File: src/rtl/cmp_cal_sequencer.sv
// Comparator offset-trim calibration sequencer for the flash ADC array.
// One sample counter and one trim-search engine are time-shared across the
// comparators. Each comparator's left/right trim is walked toward a 50 % high
// duty on its shorted-input output, then stored in a bank that drives the array.
module cmp_cal_sequencer #(
  parameter int N_CMP       = 15,
  parameter int TRIM_W      = 5,
  parameter int CAL_SAMPLES = 250,
  parameter int TOL         = 10,
  parameter int SETTLE      = 8,
  localparam int SEL_W      = (N_CMP > 1) ? $clog2(N_CMP) : 1
) (
  input  logic                      clk,
  input  logic                      rst_n,
  input  logic                      i_start,
  input  logic                      i_abort,
  input  logic [N_CMP-1:0]          i_cmp_out,
  output logic                      o_cal_mode,
  output logic [SEL_W-1:0]          o_sel,
  output logic                      o_busy,
  output logic                      o_done,
  output logic [N_CMP*TRIM_W-1:0]   o_b_left,
  output logic [N_CMP*TRIM_W-1:0]   o_b_right,
  output logic [N_CMP-1:0]          o_sat
);

  localparam int CNT_W = $clog2(CAL_SAMPLES + 1);
  localparam int D_W   = $clog2(CAL_SAMPLES) + 2;
  localparam int TMR_W = $clog2(((SETTLE > CAL_SAMPLES) ? SETTLE : CAL_SAMPLES) + 1);
  localparam int HALF  = CAL_SAMPLES / 2;
  localparam logic [TRIM_W-1:0] TRIM_MAX = '1;

  typedef enum logic [2:0] {
    S_IDLE, S_LOAD, S_SETTLE, S_SAMPLE, S_EVAL, S_NEXT
  } state_t;

  // Which trim the search last incremented; used for overshoot step-back.
  typedef enum logic [1:0] {DIR_NONE, DIR_LEFT, DIR_RIGHT} dir_t;

  state_t             r_state;
  dir_t               r_dir;
  logic [SEL_W-1:0]   r_sel;
  logic [CNT_W-1:0]   r_count;
  logic [TMR_W-1:0]   r_tmr;
  logic [D_W-1:0]     r_last_abs;
  logic [TRIM_W-1:0]  r_left  [N_CMP];
  logic [TRIM_W-1:0]  r_right [N_CMP];
  logic [N_CMP-1:0]   r_sat;
  logic               r_busy;
  logic               r_cal_mode;
  logic               r_done;

  // Window evaluation: signed distance of the ones-count from half the window.
  logic                   w_bit;
  logic signed [D_W-1:0]  w_d;
  logic                   w_neg;
  logic                   w_pos;
  logic [D_W-1:0]         w_abs;
  logic                   w_within_tol;
  logic                   w_worse;
  logic                   w_opposes;
  logic [TRIM_W-1:0]      w_cur_l;
  logic [TRIM_W-1:0]      w_cur_r;

  assign w_bit        = i_cmp_out[r_sel];
  assign w_d          = $signed(D_W'(r_count)) - $signed(D_W'(HALF));
  assign w_neg        = w_d[D_W-1];
  assign w_pos        = !w_neg && (w_d != '0);
  assign w_abs        = w_neg ? -w_d : w_d;
  assign w_within_tol = (w_abs <= D_W'(TOL));
  assign w_worse      = (w_abs > r_last_abs);
  assign w_opposes    = ((r_dir == DIR_LEFT) && w_neg) || ((r_dir == DIR_RIGHT) && w_pos);
  assign w_cur_l      = r_left[r_sel];
  assign w_cur_r      = r_right[r_sel];

  // Sequencer FSM: owns the selected entry of the trim bank and all status outputs.
  // NOTE: every register here is updated with <= so all reads see pre-edge values.
  // NOTE: the trim bank is flops driving the array directly, so it is reset like
  // any other state; a reset mid-run must leave every comparator untrimmed.
  always_ff @(posedge clk or negedge rst_n) begin
    if (!rst_n) begin
      r_state    <= S_IDLE;
      r_dir      <= DIR_NONE;
      r_sel      <= '0;
      r_count    <= '0;
      r_tmr      <= '0;
      r_last_abs <= '0;
      r_sat      <= '0;
      r_busy     <= 1'b0;
      r_cal_mode <= 1'b0;
      r_done     <= 1'b0;
      for (int i = 0; i < N_CMP; i++) begin
        r_left[i]  <= '0;
        r_right[i] <= '0;
      end
    end else begin
      r_done <= 1'b0;
      if (i_abort && (r_state != S_IDLE)) begin
        r_state        <= S_IDLE;
        r_dir          <= DIR_NONE;
        r_left[r_sel]  <= '0;
        r_right[r_sel] <= '0;
        r_sat[r_sel]   <= 1'b0;
        r_sel          <= '0;
        r_count        <= '0;
        r_tmr          <= '0;
        r_busy         <= 1'b0;
        r_cal_mode     <= 1'b0;
      end else begin
        case (r_state)
          S_IDLE: begin
            if (i_start && !i_abort) begin
              r_state    <= S_LOAD;
              r_busy     <= 1'b1;
              r_cal_mode <= 1'b1;
            end
          end
          S_LOAD: begin
            r_left[r_sel]  <= '0;
            r_right[r_sel] <= '0;
            r_sat[r_sel]   <= 1'b0;
            r_last_abs     <= D_W'(CAL_SAMPLES);
            r_dir          <= DIR_NONE;
            r_count        <= '0;
            r_tmr          <= '0;
            r_state        <= S_SETTLE;
          end
          S_SETTLE: begin
            if (r_tmr == TMR_W'(SETTLE - 1)) begin
              r_tmr   <= '0;
              r_state <= S_SAMPLE;
            end else begin
              r_tmr <= r_tmr + TMR_W'(1);
            end
          end
          S_SAMPLE: begin
            r_count <= r_count + CNT_W'(w_bit);
            if (r_tmr == TMR_W'(CAL_SAMPLES - 1)) begin
              r_tmr   <= '0;
              r_state <= S_EVAL;
            end else begin
              r_tmr <= r_tmr + TMR_W'(1);
            end
          end
          S_EVAL: begin
            r_count    <= '0;
            r_last_abs <= w_abs;
            r_state    <= S_SETTLE;
            if (w_within_tol) begin
              r_state <= S_NEXT;
            end else if ((r_dir != DIR_NONE) && (w_opposes || w_worse)) begin
              // Past the balance point: undo the last step only if it made things worse.
              if (w_worse && (r_dir == DIR_LEFT))  r_left[r_sel]  <= w_cur_l - TRIM_W'(1);
              if (w_worse && (r_dir == DIR_RIGHT)) r_right[r_sel] <= w_cur_r - TRIM_W'(1);
              r_state <= S_NEXT;
            end else if (w_pos) begin
              if (w_cur_l == TRIM_MAX) begin
                r_sat[r_sel] <= 1'b1;
                r_state      <= S_NEXT;
              end else begin
                r_left[r_sel] <= w_cur_l + TRIM_W'(1);
                r_dir         <= DIR_LEFT;
              end
            end else begin
              if (w_cur_r == TRIM_MAX) begin
                r_sat[r_sel] <= 1'b1;
                r_state      <= S_NEXT;
              end else begin
                r_right[r_sel] <= w_cur_r + TRIM_W'(1);
                r_dir          <= DIR_RIGHT;
              end
            end
          end
          S_NEXT: begin
            if (r_sel == SEL_W'(N_CMP - 1)) begin
              r_done     <= 1'b1;
              r_sel      <= '0;
              r_busy     <= 1'b0;
              r_cal_mode <= 1'b0;
              r_state    <= S_IDLE;
            end else begin
              r_sel   <= r_sel + SEL_W'(1);
              r_state <= S_LOAD;
            end
          end
          default: r_state <= S_IDLE;
        endcase
      end
    end
  end

  // Flatten the trim bank onto the packed output buses.
  // NOTE: outputs get a default before the loop so no latch can be inferred.
  always_comb begin
    o_b_left  = '0;
    o_b_right = '0;
    for (int i = 0; i < N_CMP; i++) begin
      o_b_left[i*TRIM_W +: TRIM_W]  = r_left[i];
      o_b_right[i*TRIM_W +: TRIM_W] = r_right[i];
    end
  end

  assign o_sel      = r_sel;
  assign o_sat      = r_sat;
  assign o_busy     = r_busy;
  assign o_cal_mode = r_cal_mode;
  assign o_done     = r_done;

endmodule

File: config.mk
export PLATFORM = sky130hd
export DESIGN_NAME = cmp_cal_sequencer
export DESIGN_NICKNAME = d
export VERILOG_FILES = /design/src/rtl/cmp_cal_sequencer.sv
export SDC_FILE = /design/constraint.sdc
export NUM_CORES = 1
export LEC_CHECK = 0
export ABC_AREA = 0
export BUFFER_PORTS_ARGS = -buffer_cell sky130_fd_sc_hd__buf_2
export CORE_UTILIZATION = 55
export CTS_CLUSTER_SIZE = 28
export DETAILED_ROUTE_END_ITERATION = 10
export PLACE_DENSITY = 0.77
export SLEW_MARGIN = 25
export SYNTH_ARGS = -nofsm -noshare
export SYNTH_HDL_FRONTEND = slang
export SYNTH_SLANG_ARGS = --single-unit
File: constraint.sdc
create_clock -name clk -period 7.6 [get_ports clk]
set_input_delay 1.14 -clock clk [delete_from_list [all_inputs] [get_ports clk]]
set_output_delay 1.14 -clock clk [all_outputs]
set_load 0.01 [all_outputs]
# ---- Word level (Yosys, flattened, before mapping)
# Cells that the tools add are included.
dict set report op_classes {
  n_bitwise 8
  n_addsub 9
  order_cmp 6
  reduce_logical 32
  mux 73
  n_eq_ne 28
}
# operator n
set op_table {}
lappend op_table {{two-way mux 75 bit} 12}
lappend op_table {{bitwise mux 75 bit} 4}
lappend op_table {{one-hot mux 75 bit (2 select lines)} 2}
lappend op_table {{bitwise AND 75 bit} 2}
lappend op_table {{two-way mux 15 bit} 6}
lappend op_table {{NOT 75 bit} 1}
lappend op_table {{binary-select mux 5 bit (select 4 bit)} 2}
lappend op_table {{!= test 4 bit, second input constant} 10}
lappend op_table {{two-way mux 8 bit} 4}
lappend op_table {{one-hot mux 15 bit (2 select lines)} 1}
lappend op_table {{two-way mux 3 bit} 9}
lappend op_table {{two-way mux 5 bit} 5}
lappend op_table {{one-hot mux 8 bit (3 select lines)} 1}
lappend op_table {{demux 5 bit (select 4 bit)} 1}
lappend op_table {{one-hot mux 10 bit (2 select lines)} 1}
lappend op_table {{AND reduction 5 bit} 4}
lappend op_table {{!= test 3 bit, second input constant} 6}
lappend op_table {{one-hot mux 3 bit (6 select lines)} 1}
lappend op_table {{one-hot mux 8 bit (2 select lines)} 1}
lappend op_table {{bitwise AND 15 bit} 1}
lappend op_table {{NOT 15 bit} 1}
lappend op_table {{OR 15 bit} 1}
lappend op_table {{two-way mux 2 bit} 6}
lappend op_table {{two-way mux 4 bit} 3}
lappend op_table {{41 further kinds} 71}
dict set report word_totals {
  output_inout_bits 172
  word_cells 195
  in_bits 19
  register_bits 202
}

# ---- Logic depth before layout (Yosys ltp)
dict set report logic_depth {
  depth_word 12
  depth_mapped 20
  depth_no_buf 16
}

# ---- Worst setup path before layout
# No wires, ideal clock.
dict set report synth_timing {
  kind {reg-to-reg}
  from {reg r_count[0]}
  to {reg r_right (netlist bit o_b_right[67])}
  t_arrival_ps 4331
  path_buffers 3
  path_slack_ps 3132
  path_stages_with_launch 19
  setup_time_ps 136
  required_ps 7464
  path_cell_list {dfrtp_1 buf_2 inv_1 ha_1 nand3b_1 xor2_1 a41oi_1 xnor2_1 ha_1 a21oi_1 o21ai_0 a2111o_1 a211oi_1 a311oi_1 buf_4 mux2i_1 xor2_1 clkbuf_1 o21ai_0}
}
dict set report synth_between {
  elab_chain_cells 11
}
# item line
set synth_rtl {}
lappend synth_rtl {{start: declaration} 43} ;# logic [CNT_W-1:0] r_count;
lappend synth_rtl {{start signal: assignment} 137} ;# r_count <= r_count + CNT_W'(w_bit);
lappend synth_rtl {{subtractor 8 x 7 -> 9 bit (*)} 66} ;# assign w_d = $signed(D_W'(r_count)) - $signed(D_W'(HALF));
lappend synth_rtl {{branches (longest 10 deep; another with negator 9 -> 10 bit)} --}
lappend synth_rtl {{end signal: indexed assignment} 154} ;# if (w_worse && (r_dir == DIR_RIGHT)) r_right[r_sel] <= w_cur_r - TRIM_W'(1);
lappend synth_rtl {{end signal: indexed assignment} 169} ;# r_right[r_sel] <= w_cur_r + TRIM_W'(1);
lappend synth_rtl {{end: declaration} 47} ;# logic [TRIM_W-1:0] r_right [N_CMP];
# Mark *: on every way between the ends. The select of a mux whose other input is x is not followed.
# A chain may end at the register's enable or synchronous reset.

# ---- Worst setup path after layout
dict set report layout_timing {
  from {reg r_count[0]}
  to {reg r_right (netlist bit o_b_right[58])}
}
# Same word-level chain as after synthesis.

==> results.sh <==
export IMPL_yosys_warnings=0
export IMPL_drtPass1Iterations=7
export IMPL_nNetsFinal=1167
export IMPL_cts_resized=0
export IMPL_grt_pass1_vias=8641
export IMPL_cts_tree="yes"
export IMPL_grt_use_total_pct=30.81
export IMPL_insertion_delay_ps=530
export IMPL_crit_type="reg -> reg"
export IMPL_cts_setup_buffers=0
export IMPL_clockBufferDepth=3
export IMPL_dp_final_hpwl_um=21490
export IMPL_htree_levels=1
export IMPL_post_route_period_util_pct=72.31
export IMPL_yosys_top_cells_area="dfrtp_1, mux2_2, mux4_2, mux2_1, ha_1"
export IMPL_synth_edf_count=0
export IMPL_powerDensity_nw_per_um2=196.5
export IMPL_cp_top_family="compound AO/OA/AOI/OAI gates"
export IMPL_num_rows=51
export IMPL_final_common_cell="dfrtp_1"
export IMPL_netlist_area_um2=10870
export IMPL_numCtsBuffers=23
export IMPL_slowest_delay_ps=720
export IMPL_cp_depth=16
export IMPL_start_util_pct=56.02
export IMPL_cp_max_fo=32
export IMPL_synth_cell_types=70
export IMPL_ios=191
export IMPL_cp_data_required_time_ps=8010
export IMPL_port_buffers=190
export IMPL_slew_headroom_pct=33.47
export IMPL_vias_per_cell=6.309
export IMPL_diodes=0
export IMPL_final_cell_mix="dfrtp_1, buf_2, mux2_2"
export IMPL_drive_above_1_share_pct=33.42
export IMPL_drv_slew=0
export IMPL_async_reset_ff_share_pct=100.0
export IMPL_syn_inst=955
export IMPL_worst_pin_slew_ps=985.5
export IMPL_fill_cells=1563
export IMPL_final_area_um2=12800
export IMPL_hold_class="reg -> reg"
export IMPL_p_leak_nw=6.386
export IMPL_drt_met1_wl_um=12630
export IMPL_wire_per_inst_um=21.67
export IMPL_dieArea_um2=20320
export IMPL_postRouteWirelength_um=30450
export IMPL_top_layer_used="met4"
export IMPL_rr_worst_depth=16
export IMPL_worstPathBufferInverterCount=2
export IMPL_hold_buffers=0
export IMPL_syn_avg_cell_area_um2=11.38
export IMPL_timing_critical_path_from_type="flop"
export IMPL_fin_tns_setup_ps=0
export IMPL_drc=0
export IMPL_place_gp_congestion=0.8815
export IMPL_synth_seq_cells=202
export IMPL_instances_no_fill=1405
export IMPL_slowest_stage="a21o_1"
export IMPL_synthDominantCellAreaShare_pct=46.52
export IMPL_grt_start_max_net_pins=73
export IMPL_clkTransAtPathRegs_ps=70
export IMPL_grt_overflow=0
export IMPL_wl_met2_um=14700
export IMPL_setup_violations=0
export IMPL_crit_top_cell="o21ai_0"
export IMPL_cp_arrival_ps=5910
export IMPL_status="finished, final reports clean"
export IMPL_core_area_um2=19400
export IMPL_place_area_um2=12020
export IMPL_antenna_found_initial=0
export IMPL_skew_ps=23.92
export IMPL_hold_viol=0
export IMPL_period_needed_ps=5496
export IMPL_drt_initial_drc_count=723
export IMPL_cts_root_buf="clkbuf_16"
export IMPL_area_growth_syn_to_layout_pct=17.78
export IMPL_cp_cell_sequence="inv_1 -> ha_1 -> nor2b_1 -> a21o_1 -> a41oi_1 -> xnor2_1 -> ha_1 -> a21oi_1 -> o21ai_0 -> a2111o_1 -> a31o_2 -> o21ai_0 -> a21o_1 -> buf_4 -> o21ai_0 -> o41ai_1"
export IMPL_min_delay_path_depth=1
export IMPL_die_w_um=142.6
export IMPL_cts_sinks=202
export IMPL_seq_area_frac_synth_pct=46.52
export IMPL_dp_cells=1363
export IMPL_irDropWorstVdd_mv=0.1993
export IMPL_via_count=8864
export IMPL_fp_dieH_um=142.6
export IMPL_yosysTopAreaCell="dfrtp_1"
export IMPL_endpoint_kind="flop"
export IMPL_final_antenna_net_count=0
export IMPL_ys_flop_type="dfrtp_1"
export IMPL_met3_length_um=2091
export IMPL_grt_first_pass_wirelength_um=48220
export IMPL_max_cap_violations=0
export IMPL_fmax_mhz=182.0
export IMPL_rsz0062_at_grt="false"
[synthesized netlist by cell type, types with 4 or more instances]
library cell  number
a2111o_1           4
a211oi_1           6
a21o_1             4
a21oi_1           37
a222oi_1           6
a22oi_1            6
a31oi_1            9
and3_1            13
buf_2             20
buf_4              6
clkbuf_1          34
dfrtp_1          202
ha_1              25
inv_1             36
mux2_1            44
mux2_2            77
mux2i_1           20
mux4_2            30
nand2_1           56
nand2b_1           6
nand3_1           26
nand3_2            9
nand4_1            7
nor2_1            53
nor2b_1           13
nor3_1            13
o21ai_0           39
o21ai_1           23
o221ai_1           4
o22a_1             9
o41ai_1           27
or3_1              5
xnor2_1           16
xor2_1             6
[metrics by stage]
step / worst slack [ps] / util [%] / hold slack, ps / power (W)
3_3_place_gp: 2267 / 61.86 / 469.5 / 0.001388
4_1_cts: 2192 / 65.89 / 492.5 / 0.002515
3_5_place_dp: 2209 / 61.94 / 478.4 / 0.001394
6_report: 2104 / 65.98 / 496.0 / 0.002514
2_1_floorplan: 3132 / - / 460.0 / 0.001308
5_1_grt: 1747 / 65.98 / 517.0 / 0.002598
[layer usage]
metal	track usage, %	up-vias
li1	-	3913
met1	42.53	4476
met2	48.97	393
met3	5.114	82
met4	11.66	0
met5	0	-
[power by group]
| group | switching, W | total, W | internal, W |
|---|---|---|---|
| registers | 0.0000297 | 0.00113 | 0.00110 |
| logic | 0.000172 | 0.000254 | 0.0000820 |
| clock network | 0.000463 | 0.00113 | 0.000670 |
| total | 0.000665 | 0.00251 | 0.00185 |
[area by class of cell]
class                      instances  area (µm²)  share of cell area, %
multi-input combinational        654        5433                  42.45
sequential                       202        5057                  39.52
timing repair buffer             205        1072                  8.378
clock buffer                      33       653.1                  5.103
tap                              265       331.6                  2.591
inverter                          37       138.9                  1.085
clock inverter                     9       112.6                 0.8799
[path summary, 6_finish.rpt]
kind,from,end,slack (ps)
max,r_count[0]$_DFFE_PN0P_,o_b_right[58]$_DFFE_PN0P_,2100
min,r_last_abs[6]$_DFFE_PN0P_,r_last_abs[6]$_DFFE_PN0P_,500
max reg2reg,r_count[0]$_DFFE_PN0P_,o_b_right[58]$_DFFE_PN0P_,2100
min reg2reg,r_last_abs[6]$_DFFE_PN0P_,r_last_abs[6]$_DFFE_PN0P_,500
max in group asynchronous,rst_n,o_sel[1]$_DFFE_PN0N_,5590
min in group asynchronous,rst_n,r_last_abs[8]$_DFFE_PN0P_,600
[worst register-to-register path, delay by kind of cell, from the launching register on]
kind	cells	cell delay, ps
AOI/OAI and AO/OA	10	2760
DFF	1	650
adders and majority gates	2	590
buffers and inverters	2	570
xor gates and xnor gates	1	420
and+or+nand+nor	1	410
[sequential cells by signal (all words and copies together) (netlist names), named ones only]
signal / count
o_b_left: 75
o_b_right: 75
r_last_abs: 10
r_count: 8
r_tmr: 8
o_sel: 4
r_state: 3
r_dir: 2
o_busy: 1
o_done: 1
[kinds of logic after synthesis]
group	Yosys count	synth area share, %
other	1	0.03451
XOR/XNOR	22	1.773
flip-flops	202	46.52
adder cells (fa/ha/maj)	25	2.879
AO/OA/AOI/OAI	206	13.22
AND/OR/NAND/NOR	228	11.02
multiplexers	171	20.60
buffers and inverters	100	3.961
No activity file was read; power rests on OpenSTA's default activity.
